$ cat config.mk
export PLATFORM = sky130hd
export DESIGN_NAME = gyro_spi_reader
export DESIGN_NICKNAME = d
export VERILOG_FILES = /design/src/rtl/gyro_spi_reader.sv
export SDC_FILE = /design/constraint.sdc
export NUM_CORES = 1
export LEC_CHECK = 0
export CAP_MARGIN = 20
export CORE_AREA = 3 3 110 112
export CTS_CLUSTER_DIAMETER = 150
export DETAILED_ROUTE_END_ITERATION = 12
export DIE_AREA = 0 0 113 115
export PLACE_DENSITY = 0.78
export SLEW_MARGIN = 5
export SYNTH_ARGS = -nofsm -noshare
export SYNTH_HDL_FRONTEND = slang
export SYNTH_SLANG_ARGS = --single-unit
$ cat constraint.sdc
create_clock -name clk_i -period 2.6 [get_ports clk_i]
set_clock_uncertainty 0.05 [all_clocks]
set_input_delay 0.52 -clock clk_i [delete_from_list [all_inputs] [get_ports clk_i]]
set_output_delay 0.52 -clock clk_i [all_outputs]
set_load 0.05 [all_outputs]
$ cat src/rtl/gyro_spi_reader.sv
// SPI mode-3 master for the L3G4200D gyro: one CTRL_REG1 write after reset,
// then periodic 7-byte burst reads of OUT_X_L..OUT_Z_H into dx/dy/dz.
module gyro_spi_reader #(
  parameter int unsigned CLK_DIV      = 50,
  parameter int unsigned SAMPLE_TICKS = 50000,
  parameter logic [7:0]  CTRL1_VAL    = 8'h0F
) (
  input  logic        clk_i,
  input  logic        rst_n_i,
  input  logic        en_i,
  input  logic        miso_i,
  output logic        sclk_o,
  output logic        mosi_o,
  output logic        ss_o,
  output logic [15:0] dx_o,
  output logic [15:0] dy_o,
  output logic [15:0] dz_o,
  output logic        valid_o,
  output logic        busy_o,
  output logic        cfg_done_o
);

  localparam int unsigned DivW   = (CLK_DIV > 1) ? $clog2(CLK_DIV) : 1;
  localparam int unsigned TickW  = (SAMPLE_TICKS > 1) ? $clog2(SAMPLE_TICKS) : 1;
  localparam int unsigned FrameW = 56;
  localparam int unsigned RxW    = 48;
  localparam int unsigned BitW   = 6;

  localparam logic [7:0]        CfgReg    = 8'h20;
  localparam logic [7:0]        ReadCmd   = 8'hE8;
  localparam logic [FrameW-1:0] CfgFrame  = {CfgReg, CTRL1_VAL, 40'h0};
  localparam logic [FrameW-1:0] ReadFrame = {ReadCmd, 48'h0};

  typedef enum logic [1:0] {S_CFG, S_IDLE, S_READ, S_LATCH} state_e;
  typedef enum logic [2:0] {PH_OFF, PH_SETUP, PH_LOW, PH_HIGH, PH_HOLD, PH_GUARD} phase_e;

  state_e              state_q;
  phase_e              phase_q;
  logic [DivW-1:0]     cnt_q;
  logic [BitW-1:0]     bit_cnt_q;
  logic [FrameW-2:0]   tx_q;
  logic [RxW-1:0]      rx_q;
  logic [TickW-1:0]    timer_q, timer_d;
  logic                pending_q, pending_d;
  logic                ss_q, sclk_q, mosi_q, busy_q, cfg_done_q, valid_q;
  logic [15:0]         dx_q, dy_q, dz_q;

  logic                run_c, wrap_c, start_read_c, start_cfg_c, start_frame_c;
  logic                cnt_last_c, frame_done_c;
  logic [FrameW-1:0]   frame_c;
  logic [BitW-1:0]     last_bit_c;

  // Control decode shared by the timer and the transaction engine
  always_comb begin
    run_c         = cfg_done_q & en_i;
    wrap_c        = run_c && (timer_q == TickW'(SAMPLE_TICKS - 1));
    start_read_c  = (state_q == S_IDLE) && pending_q && en_i;
    start_cfg_c   = (state_q == S_CFG) && (phase_q == PH_OFF);
    start_frame_c = start_cfg_c | start_read_c;
    frame_c       = start_cfg_c ? CfgFrame : ReadFrame;
    cnt_last_c    = (cnt_q == DivW'(CLK_DIV - 1));
    last_bit_c    = (state_q == S_CFG) ? BitW'(15) : BitW'(FrameW - 1);
    frame_done_c  = (phase_q == PH_GUARD) && cnt_last_c;
  end

  // Sample timer and pending-read flag; a wrap while busy is remembered once
  always_comb begin
    timer_d   = timer_q;
    pending_d = pending_q;
    if (!run_c) begin
      timer_d = '0;
    end else if (wrap_c) begin
      timer_d = '0;
    end else begin
      timer_d = timer_q + 1'b1;
    end
    if (start_read_c) pending_d = 1'b0;
    if (wrap_c)       pending_d = 1'b1;
    if (!en_i)        pending_d = 1'b0;
  end

  // Timer/pending registers
  always_ff @(posedge clk_i or negedge rst_n_i) begin
    if (!rst_n_i) begin
      timer_q   <= '0;
      pending_q <= 1'b0;
    end else begin
      timer_q   <= timer_d;
      pending_q <= pending_d;
    end
  end

  // Top FSM plus SPI framing engine: setup, 8N bits, hold, inter-frame guard
  always_ff @(posedge clk_i or negedge rst_n_i) begin
    if (!rst_n_i) begin
      state_q    <= S_CFG;
      phase_q    <= PH_OFF;
      cnt_q      <= '0;
      bit_cnt_q  <= '0;
      tx_q       <= '0;
      rx_q       <= '0;
      ss_q       <= 1'b1;
      sclk_q     <= 1'b1;
      mosi_q     <= 1'b0;
      busy_q     <= 1'b0;
      cfg_done_q <= 1'b0;
      valid_q    <= 1'b0;
      dx_q       <= '0;
      dy_q       <= '0;
      dz_q       <= '0;
    end else begin
      valid_q <= 1'b0;

      if (start_frame_c) begin
        // First bit goes out together with the SS falling edge
        ss_q      <= 1'b0;
        busy_q    <= 1'b1;
        mosi_q    <= frame_c[FrameW-1];
        tx_q      <= frame_c[FrameW-2:0];
        phase_q   <= PH_SETUP;
        cnt_q     <= '0;
        bit_cnt_q <= '0;
      end else if (phase_q != PH_OFF) begin
        cnt_q <= cnt_last_c ? '0 : cnt_q + 1'b1;
        if (cnt_last_c) begin
          case (phase_q)
            PH_SETUP: begin
              sclk_q  <= 1'b0;
              phase_q <= PH_LOW;
            end
            PH_LOW: begin
              sclk_q  <= 1'b1;
              rx_q    <= {rx_q[RxW-2:0], miso_i};
              phase_q <= PH_HIGH;
            end
            PH_HIGH: begin
              if (bit_cnt_q == last_bit_c) begin
                phase_q <= PH_HOLD;
              end else begin
                sclk_q    <= 1'b0;
                mosi_q    <= tx_q[FrameW-2];
                tx_q      <= {tx_q[FrameW-3:0], 1'b0};
                bit_cnt_q <= bit_cnt_q + 1'b1;
                phase_q   <= PH_LOW;
              end
            end
            PH_HOLD: begin
              ss_q    <= 1'b1;
              phase_q <= PH_GUARD;
            end
            PH_GUARD: begin
              busy_q  <= 1'b0;
              phase_q <= PH_OFF;
            end
            default: phase_q <= PH_OFF;
          endcase
        end
      end

      case (state_q)
        S_CFG: begin
          if (frame_done_c) begin
            cfg_done_q <= 1'b1;
            state_q    <= S_IDLE;
          end
        end
        S_IDLE: begin
          if (start_read_c) state_q <= S_READ;
        end
        S_READ: begin
          if (frame_done_c) state_q <= S_LATCH;
        end
        S_LATCH: begin
          // rx_q holds XL,XH,YL,YH,ZL,ZH from MSB down
          dx_q    <= {rx_q[39:32], rx_q[47:40]};
          dy_q    <= {rx_q[23:16], rx_q[31:24]};
          dz_q    <= {rx_q[7:0],   rx_q[15:8]};
          valid_q <= 1'b1;
          state_q <= S_IDLE;
        end
        default: state_q <= S_IDLE;
      endcase
    end
  end

  assign sclk_o     = sclk_q;
  assign mosi_o     = mosi_q;
  assign ss_o       = ss_q;
  assign dx_o       = dx_q;
  assign dy_o       = dy_q;
  assign dz_o       = dz_q;
  assign valid_o    = valid_q;
  assign busy_o     = busy_q;
  assign cfg_done_o = cfg_done_q;

endmodule
==> flow_metrics.tcl <==
set metrics [dict create \
    status "finished clean" \
    cp_cell_sequence "clkdlybuf4s50_1" \
    dr.pass1.iters 4 \
    gp_congestion 0.8403 \
    p_total_mw 4.699 \
    die_width_um 113 \
    dp.cells 679 \
    drc_errors 0 \
    max_cap_viol_count 0 \
    rsz0062_at_grt "no" \
    highest_layer "met4" \
    netlist_top_cells_count "149 x dfrtp_1, 88 x mux2_2, 25 x nand3_1, 25 x nor2_1, 22 x o21ai_0" \
    cp_max_fo 4 \
    finalMaxSlewViolations 0 \
    fin_tns_setup_ns 0 \
    max_stage_delay_ns 0.82 \
    die_h_um 115 \
    io_pins 58 \
    rows 39 \
    worstMarginPinSlew_ns 0.8363 \
    cts_buffers 17 \
    ant_nets 0 \
    clk_latency_ns 0.41 \
    cp-end-kind "output pin" \
    post-dp-hpwl_um 7549 \
    utilization 0.6820 \
    drive_gt1_frac 0.2619 \
    critPathKind "reg -> out" \
    synthesis.nets 501 \
    wl_met3_um 476 \
    core_sq_um 11320 \
    worstHoldPathType "in -> async" \
    insertedDiodeCount 0 \
    cp_num_buf_inv 1 \
    netlist-cell-type-count 48 \
    synth_ff_type "dfrtp_1" \
    period_minus_slack_ns 2.385 \
    h-tree-depth 4 \
    critPathArrivalTime_ns 1.81 \
    synth_top_area_frac 0.5851 \
    netlist_area_sq_um 6372 \
    max-vdd-ir-drop_v 0.0006166 \
    root_buffer "clkbuf_16" \
    async_reset_ff_frac 1.000 \
    clkSlewWorstSetupHoldPaths_ns 0.06 \
    first_global_vias 4064 \
    ys_seq_area_frac 0.5934 \
    final-setup-viol-count 0 \
    cts.sinks 151 \
    synth-edff-count 0 \
    routed_wl_um 11880 \
    stdcell_count 712 \
    critical_path.top_delay_family "buffers and inverters" \
    clockBufferDepth 2 \
    die_area_sq_um 13000 \
    grt_max_degree 99 \
    antenna_found_initial 0 \
    fmax_mhz 419.3 \
    yosysWarnings 0 \
    yosysMostFrequentCell "dfrtp_1" \
    drtIter0Drc 222 \
    numPortBuffers 57 \
    ys_ff_latch 151 \
    tritoncts "done" \
    wl_met1_um 5248 \
    cp.required_ns 2.03 \
    nNetsFinal 568 \
    synthTopCellsByArea "dfrtp_1 59%, mux2_2 16%, mux2_4 2.1%" \
    hold_slack_ns 0.3985 \
    slew_headroom 0.4373 \
    syn2layout_area_growth_pct 21.17 \
    syn_inst 489 \
    grt_pass1_wl_um 20110 \
    cellPowerDensity_nw_per_um2 608.6 \
    yosys.area.top_type "dfrtp_1" \
    vias_per_cell 5.645 \
    grt_use_total 0.1949 \
    initial_utilization 0.5629 \
    slowest_stage "clkdlybuf4s50_1" \
    synth.avg_cell_area_sq_um 13.03 \
    wl_per_cell_um 16.68 \
    routed-wl-met2_um 6037 \
    hold_viol_final 0 \
    vias 4019 \
    p_leak_nw 3.527 \
    gr-total-overflow 0 \
    min_period_over_period 0.9173 \
    cp-start-kind "flip-flop" \
]
[through the flow]
step / setup slack [ns] / cell area (sq um)
floorplan: 0.5370 / 6372
global placement: 0.4148 / 7151
detailed placement: 0.3563 / 7151
CTS: 0.2010 / 7721
global route: 0.09561 / 7721
finish: 0.2150 / 7721
[path summary, 6_finish.rpt]
path / start / depth (start not counted) / end / slack, ns
setup / recovery: sclk_o / 1 / sclk_o / 0.22
hold reg to reg: busy_o / 1 / busy_o / 0.45
max in group asynchronous: rst_n_i / 3 / timer_q[8] / 1.42
setup reg to reg: cnt_q[1] / 7 / rx_q[31] / 0.35
hold / removal: rst_n_i / 2 / dx_o[10] / 0.40
min in group clk_i: busy_o / 1 / busy_o / 0.45
[state kept, by name, summed over array words and instances (netlist names), 6 cells and up]
name	cells
cnt_q	6
timer_q	16
dx_o	16
dz_o	16
rx_q	48
dy_o	16
tx_q	15
bit_cnt_q	6
[area by class of cell]
| type | instances | area, sq um |
|---|---|---|
| clock buffer | 21 | 460.4 |
| clock inverter | 11 | 100.1 |
| fill | 808 | 3600 |
| inverter | 15 | 56.30 |
| multi-input combinational | 300 | 2415 |
| sequential | 151 | 3781 |
| tap | 143 | 178.9 |
| timing repair buffer | 71 | 729.5 |
[logic make-up after synthesis]
| family | after synthesis | synth area share |
|---|---|---|
| fa+ha+maj | 8 | 0.01571 |
| buf+inv | 38 | 0.02808 |
| xor+xnor | 14 | 0.01924 |
| simple gates | 115 | 0.09876 |
| compound gates | 59 | 0.05714 |
| mux | 104 | 0.1877 |
| flops | 151 | 0.5934 |
[power by group]
part	total [mW]	internal (mW)	switching (mW)	leakage [nW]
Combinational	0.0570	0.0116	0.0455	1.24
Sequential	2.35	2.35	0	2.03
Clock	2.29	1.36	0.927	0.261
Total	4.70	3.73	0.972	3.53
[cells in the final DEF (no fill, tap or decap), drive strengths merged, types with 5 or more instances in the layout]
| master | n |
|---|---|
| dfrtp | 149 |
| mux2 | 97 |
| clkdlybuf4s50 | 56 |
| nor2 | 26 |
| nand3 | 25 |
| o21ai | 22 |
| clkbuf | 21 |
| nand2 | 20 |
| inv | 16 |
| buf | 14 |
| xnor2 | 12 |
| a21oi | 12 |
| nand4 | 9 |
| ha | 8 |
| nor4 | 7 |
| mux2i | 7 |
| nor3 | 5 |
| clkinvlp | 5 |
[layer usage]
| layer | up-vias | track usage |
|---|---|---|
| met4 | 0 | 0.06170 |
| met2 | 84 | 0.3254 |
| met3 | 14 | 0.04526 |
| met1 | 2021 | 0.2557 |
| li1 | 1900 | - |
| met5 | - | 0 |
[what timing repair did]
item / in CTS / in global routing
resized for setup: 0 / 0
hold buffers: 1 / 0
hold endpoints to repair: 1 / 0
buffers inserted: 0 / 0
No activity file was read; power rests on OpenSTA's default activity.
==> patch 1, RTL diff (same settings) <==
Register the output `dx_o` once more; this adds one clock of latency there. The other outputs are not delayed to match.
--- a/src/rtl/gyro_spi_reader.sv
+++ b/src/rtl/gyro_spi_reader.sv
@@ -186,7 +186,9 @@
   assign sclk_o     = sclk_q;
   assign mosi_o     = mosi_q;
   assign ss_o       = ss_q;
-  assign dx_o       = dx_q;
+  always_ff @(posedge clk_i) begin
+    dx_o <= dx_q;
+  end
   assign dy_o       = dy_q;
   assign dz_o       = dz_q;
   assign valid_o    = valid_q;
Formal check against the unedited RTL: no difference found for any inputs over 4 cycles, from zero or initial values and one cycle with rst_n_i low; that may be too few to reach the edited logic, so the function may still have changed.
==> patch 1 against the original RTL <==
Routed wire length grew 0.72%. Sequential share of layout area increased by 2.1 points. Sequential cell count rose by 16. Worst setup slack better by 0.055 ns. Hold slack lost 0.38 ns. Total power is 8.5% higher. Register-to-register slack better by 0.09 ns. Cell area up 4.1%. Synthesized area increased by 4.9%. Critical path type unchanged.
==> patch 1: results (changes against the original RTL) <==
Parameter                              Value

Worst setup path
  Worst reg-to-reg path cell count    4 (-3)
  Endpoint of the worst register-to-register path    rx_q[17]
  Reg-to-reg setup timing slack    0.44 ns (+0.09 ns)
  CP peak stage delay    0.80 ns (-0.02 ns)
  CP max FO    2 (-2)
  Worst path arrival time    1.76 ns (-0.05 ns)
  Worst reg2reg path startpoint    phase_q[0]

Final layout
  Logic inverters    11 (-4)
  Fraction of area in multi-input gates    0.303 (-0.00953)
  Sequential Area    0.00410 sq mm (+8.5%)
  Share of post-route cells with drive strength above 1    0.251 (-0.0106)
  Clock tree cell share of total cell area    0.0727 (+0.000132)
  Layout sequential cell count    167 (+11%)
  Fraction of area in non-clock buffers    0.0861 (-0.00835)
  Buffers, non-clock    68 (-4.2%)

Synth
  Async SR Flop Fraction    0.904 (-0.0958)
  Commonest cells in the netlist    dfrtp_1, mux2_2, nor2_1
  Share of synthesized area spent on multiplexers    0.165 (-0.0229)
  Register area share after synthesis    0.613 (+0.0200)
  Xor and xnor fraction of the mapped netlist area    0.0183 (-0.000904)
  Synthesized-area fraction occupied by ao, oa, aoi and oai cells    0.0531 (-0.00399)
  Post-synthesis cell type count    61 (+27%)
  Area contributors post-synth    dfrtp_1, mux2_2, dfxtp_1, xnor2_1, nor2_1

Route
  WL/cell    16.5 um (-0.95%)
  Count of vias placed by the detailed router    4142 (+3.1%)
  Met3 wire length    459 um (-3.6%)
  First-iteration detailed-routing DRC count    160 (-28%)
  Routed met1 length    5.41 mm (+3.1%)

Power and ir drop
  Power in sequential cells    0.00260 W (+11%)
  Internal Dissipation    0.00407 W (+9.1%)
  Worst IR drop on VDD    0.000553 V (-10%)
  Leak pwr    3.65 nW (+3.6%)

Outcome
  Run status    complete, no violations

Global routing
  Global-route usage over all layers    0.200 (+0.00512)
  Maximum number of pins on one net before global-route repair    67 (-32%)
  Vias in the first global route    4233 (+4.2%)

CTS
  Post-cts hold buffer count    0 (-1)

Placement
  Post-DP HPWL    7.87 mm (+4.3%)
  Final RePlAce weighted congestion    0.858 (+2.1%)
patch 1: cell count changes in the layout (fill, tap and decap cells not counted), sizes merged, moves of 4 or more:
| cell | before | now |
|---|---|---|
| and3 | 3 | 7 |
| nand2 | 20 | 29 |
| mux2i | 7 | 1 |
| nor2 | 26 | 32 |
| o2bb2ai | 0 | 9 |
| nor3 | 5 | 10 |
| a21oi | 12 | 8 |
| dfxtp | 0 | 16 |
| nand3 | 25 | 15 |
| clkinv | 4 | 8 |
| inv | 16 | 12 |
| o21ai | 22 | 11 |
| clkinvlp | 5 | 1 |
patch 1: worst min path at each step:
stage | slack [ns] | to | from
floorplan | 0.17 | bit_cnt_q[0] | rst_n_i
global placement | 0.30 | dx_o[14] | dx_q[14]
detailed placement | 0.30 | dx_o[0] | dx_q[0]
CTS | 0.05 | dz_o[8] | rst_n_i
global route | 0.07 | dz_o[8] | rst_n_i
finish | 0.02 | dz_o[8] | rst_n_i
patch 1: per-stage QoR:
step	cell area, sq um	hold WS [ns]	std cells	setup WS (ns)	utilization
2_1_floorplan	6690	0.174	501	0.551	-
3_3_place_gp	7450	0.301	692	0.269	0.658
3_5_place_dp	7450	0.304	692	0.216	0.658
4_1_cts	8030	0.0451	724	0.245	0.710
5_1_grt	8030	0.0655	724	0.239	0.710
6_report	8030	0.0198	724	0.270	0.710
patch 1: worst reg2reg max path, delay by kind of cell (launching register included):
family / cells / cell delay [ns]
AND/OR/NAND/NOR: 2 / 0.72
flip-flops: 1 / 0.55
multiplexers: 1 / 0.40
buffers and inverters: 1 / 0.31
patch 1: layer usage:
layer / vias to the layer above / global-route usage
li1: 1920 / -
met1: 2113 / 0.264
met2: 90 / 0.325
met3: 19 / 0.0458
met4: 0 / 0.0809
met5: - / 0
==> patch 2, RTL diff (config.mk and constraints unchanged) <==
Without the edit above. The parameter `CLK_DIV` goes from 50 to 25.
--- a/src/rtl/gyro_spi_reader.sv
+++ b/src/rtl/gyro_spi_reader.sv
@@ -1,7 +1,7 @@
 // SPI mode-3 master for the L3G4200D gyro: one CTRL_REG1 write after reset,
 // then periodic 7-byte burst reads of OUT_X_L..OUT_Z_H into dx/dy/dz.
 module gyro_spi_reader #(
-  parameter int unsigned CLK_DIV      = 50,
+  parameter int unsigned CLK_DIV      = 25,
   parameter int unsigned SAMPLE_TICKS = 50000,
   parameter logic [7:0]  CTRL1_VAL    = 8'h0F
 ) (
Check against the original RTL: no difference found for any inputs over 4 cycles, from zero or initial values and one cycle with rst_n_i low; that may be too few to reach the edited logic, so the function may still have changed.
==> patch 2 against the original RTL <==
The flow now finishes with violations (hold timing). Cell area is 2.4% lower. Total power is 1.4% higher. Synthesized area is 2.2% lower. Non-clock buffer count is 5 lower. Sequential cell count is 1 lower. Worst setup slack better by 0.026 ns. Routed wire length is 6.4% lower. Critical path depth stayed put.
==> patch 2: results (changes against the original RTL) <==
Parameter                              Value

Final layout
  Flip-flop count of the largest register after layout    48 (unchanged)
  Register with the most flip-flops    rx_q
  Share of post-route cells with drive strength above 1    0.272 (+0.0104)
  Inserted Diodes    0 (unchanged)
  Total number of nets in the final design    540 (-4.9%)

Global routing
  GRT met1 Usage    0.258 (+0.00228)
  Maximum number of pins on one net before global-route repair    63 (-36%)
  Fraction of met2 tracks used by global routing    0.287 (-0.0383)
  Global-route wire length before repair    19.3 mm (-3.9%)
  Global-route usage over all layers    0.188 (-0.00707)
  Antenna violations before repair    0 (unchanged)
  M3 GR Usage    0.0579 (+0.0126)

Route
  Detailed-routing iteration count for the pre-antenna-repair pass    4 (unchanged)
  Count of vias placed by the detailed router    3903 (-2.9%)
  Number of vias per cell    5.71 (+1.2%)
  Aggregate routed wire length    11.1 mm (-6.4%)
  First-iteration detailed-routing DRC count    237 (+6.8%)

CTS
  Post-CTS setup repair buffer count    0 (unchanged)
  Max Buffers Root-to-Sink    2 (unchanged)
  CTS clock-pin slew for the worst setup and hold paths    0.06 ns (about the same)
  Worst-Skew Late Latency    0.42 ns
  Clock H-tree levels    4 (unchanged)
  Clock root buffer    clkbuf_16
  Number of cells upsized or downsized after cts    0 (unchanged)
  Total CTS buffers    17 (unchanged)

Worst setup path
  CP Buf/Inv Count    1 (unchanged)
  Highest-delay cell along the critical path    clkdlybuf4s50_1
  CP peak stage delay    0.81 ns
  CP max FO    4 (unchanged)
  Gate family responsible for the most delay along the worst path    buffers and inverters
  Worst path arrival time    1.79 ns (-0.02 ns)

Power and ir drop
  Worst IR drop on VDD    0.000666 V (+7.9%)
  Leak pwr    3.49 nW (-0.91%)
  Share of total power consumed by net switching    0.212 (+0.00481)

Synth
  Commonest cells in the netlist    dfrtp_1, mux2_2, nand3_1
  Synthesized instance count    465 (-4.9%)
  Area contributors post-synth    dfrtp_1, mux2_2, nand3_1, xnor2_1, ha_1
  Synth Net Count    477 (-4.8%)
  Post-synthesis cell type count    49 (+2.1%)
  Total number of yosys warnings    0 (unchanged)
  Register area share after synthesis    0.603 (+0.00945)
  Async SR Flop Fraction    1.00 (unchanged)

STA
  Minimum hold slack    -0.0132 ns (-0.412 ns)
  Transition at the pin with the smallest max-transition slack    0.625 ns (-0.211 ns)
  Final hold vios    7 (+7)

Placement
  Number of port buffers    57 (unchanged)
  Post-DP HPWL    7.16 mm (-5.2%)
  Final RePlAce weighted congestion    0.818 (-2.7%)
  Number of placed cells counting well taps    652 (-4.0%)

Outcome
  Violations in the final reports    hold timing
  Run status    finished, violations left

Hold path
  Path class of the lowest-slack min-delay path    input pin to asynchronous set/reset pin
[patch 2: cell count changes in the layout (fill, tap and decap cells not counted), moves of 4 or more]
cell	delta
mux2_4	-9
o21ai_0	-8
a31oi_1	+5
a21oi_1	-5
mux2_1	+4
a32o_1	+9
nand2_1	-8
mux2i_1	-5
mux2_2	+5
[patch 2: per-layer routing]
| metal | up-vias | share of wire |
|---|---|---|
| met5 | - | 0 |
| met4 | 0 | 0.013 |
| met3 | 18 | 0.057 |
| met2 | 103 | 0.47 |
| met1 | 1959 | 0.46 |
| li1 | 1823 | - |
[patch 2: power groups by stage]
stage / Sequential [W] / Clock [W] / Combinational, W
floorplan: 0.00238 / 0 / 0.0000000836
global placement: 0.00238 / 0 / 0.0000559
detailed placement: 0.00238 / 0 / 0.0000578
CTS: 0.00233 / 0.00242 / 0.0000582
global route: 0.00233 / 0.00251 / 0.0000641
finish: 0.00233 / 0.00237 / 0.0000544
[patch 2: cell families (layout without fill, tap and decap cells)]
group,after synthesis,after routing,synth area share
multiplexers,99,99,0.179
XOR/XNOR,15,15,0.0211
flip-flops,150,150,0.603
buffers and inverters,34,109,0.0263
AO/OA/AOI/OAI,54,54,0.0629
AND/OR/NAND/NOR,105,105,0.0924
adder cells (fa/ha/maj),8,8,0.0161
[patch 2: layout make-up]
class | instances | area (sq um)
clock buffer | 17 | 425
tap | 143 | 179
sequential | 150 | 3760
clock inverter | 14 | 149
timing repair buffer | 66 | 664
multi-input combinational | 281 | 2310
fill | 822 | 3790
inverter | 12 | 45.0
[patch 2: worst paths after layout]
kind,startpoint,endpoint,slack [ns],cells past startpoint
max,sclk_o,sclk_o,0.24,1
min,rst_n_i,dy_o[3],-0.01,1
max reg2reg,state_q[0],tx_q[50],0.45,6
min reg2reg,tx_q[40],tx_q[40],0.43,1
max in group asynchronous,rst_n_i,ss_o,1.69,2
min in group clk_i,tx_q[40],tx_q[40],0.43,1
[patch 2: stage by stage]
step / setup WS (ns) / instance area, sq um / hold WS [ns] / util / total power, W
finish: 0.242 / 7530 / -0.0132 / 0.665 / 0.00476
global route: 0.208 / 7530 / 0.0247 / 0.665 / 0.00491
CTS: 0.228 / 7530 / 0.00759 / 0.665 / 0.00482
detailed placement: 0.323 / 6960 / 0.419 / 0.615 / 0.00243
global placement: 0.369 / 6960 / 0.411 / 0.615 / 0.00243
floorplan: 0.622 / 6230 / 0.174 / - / 0.00238
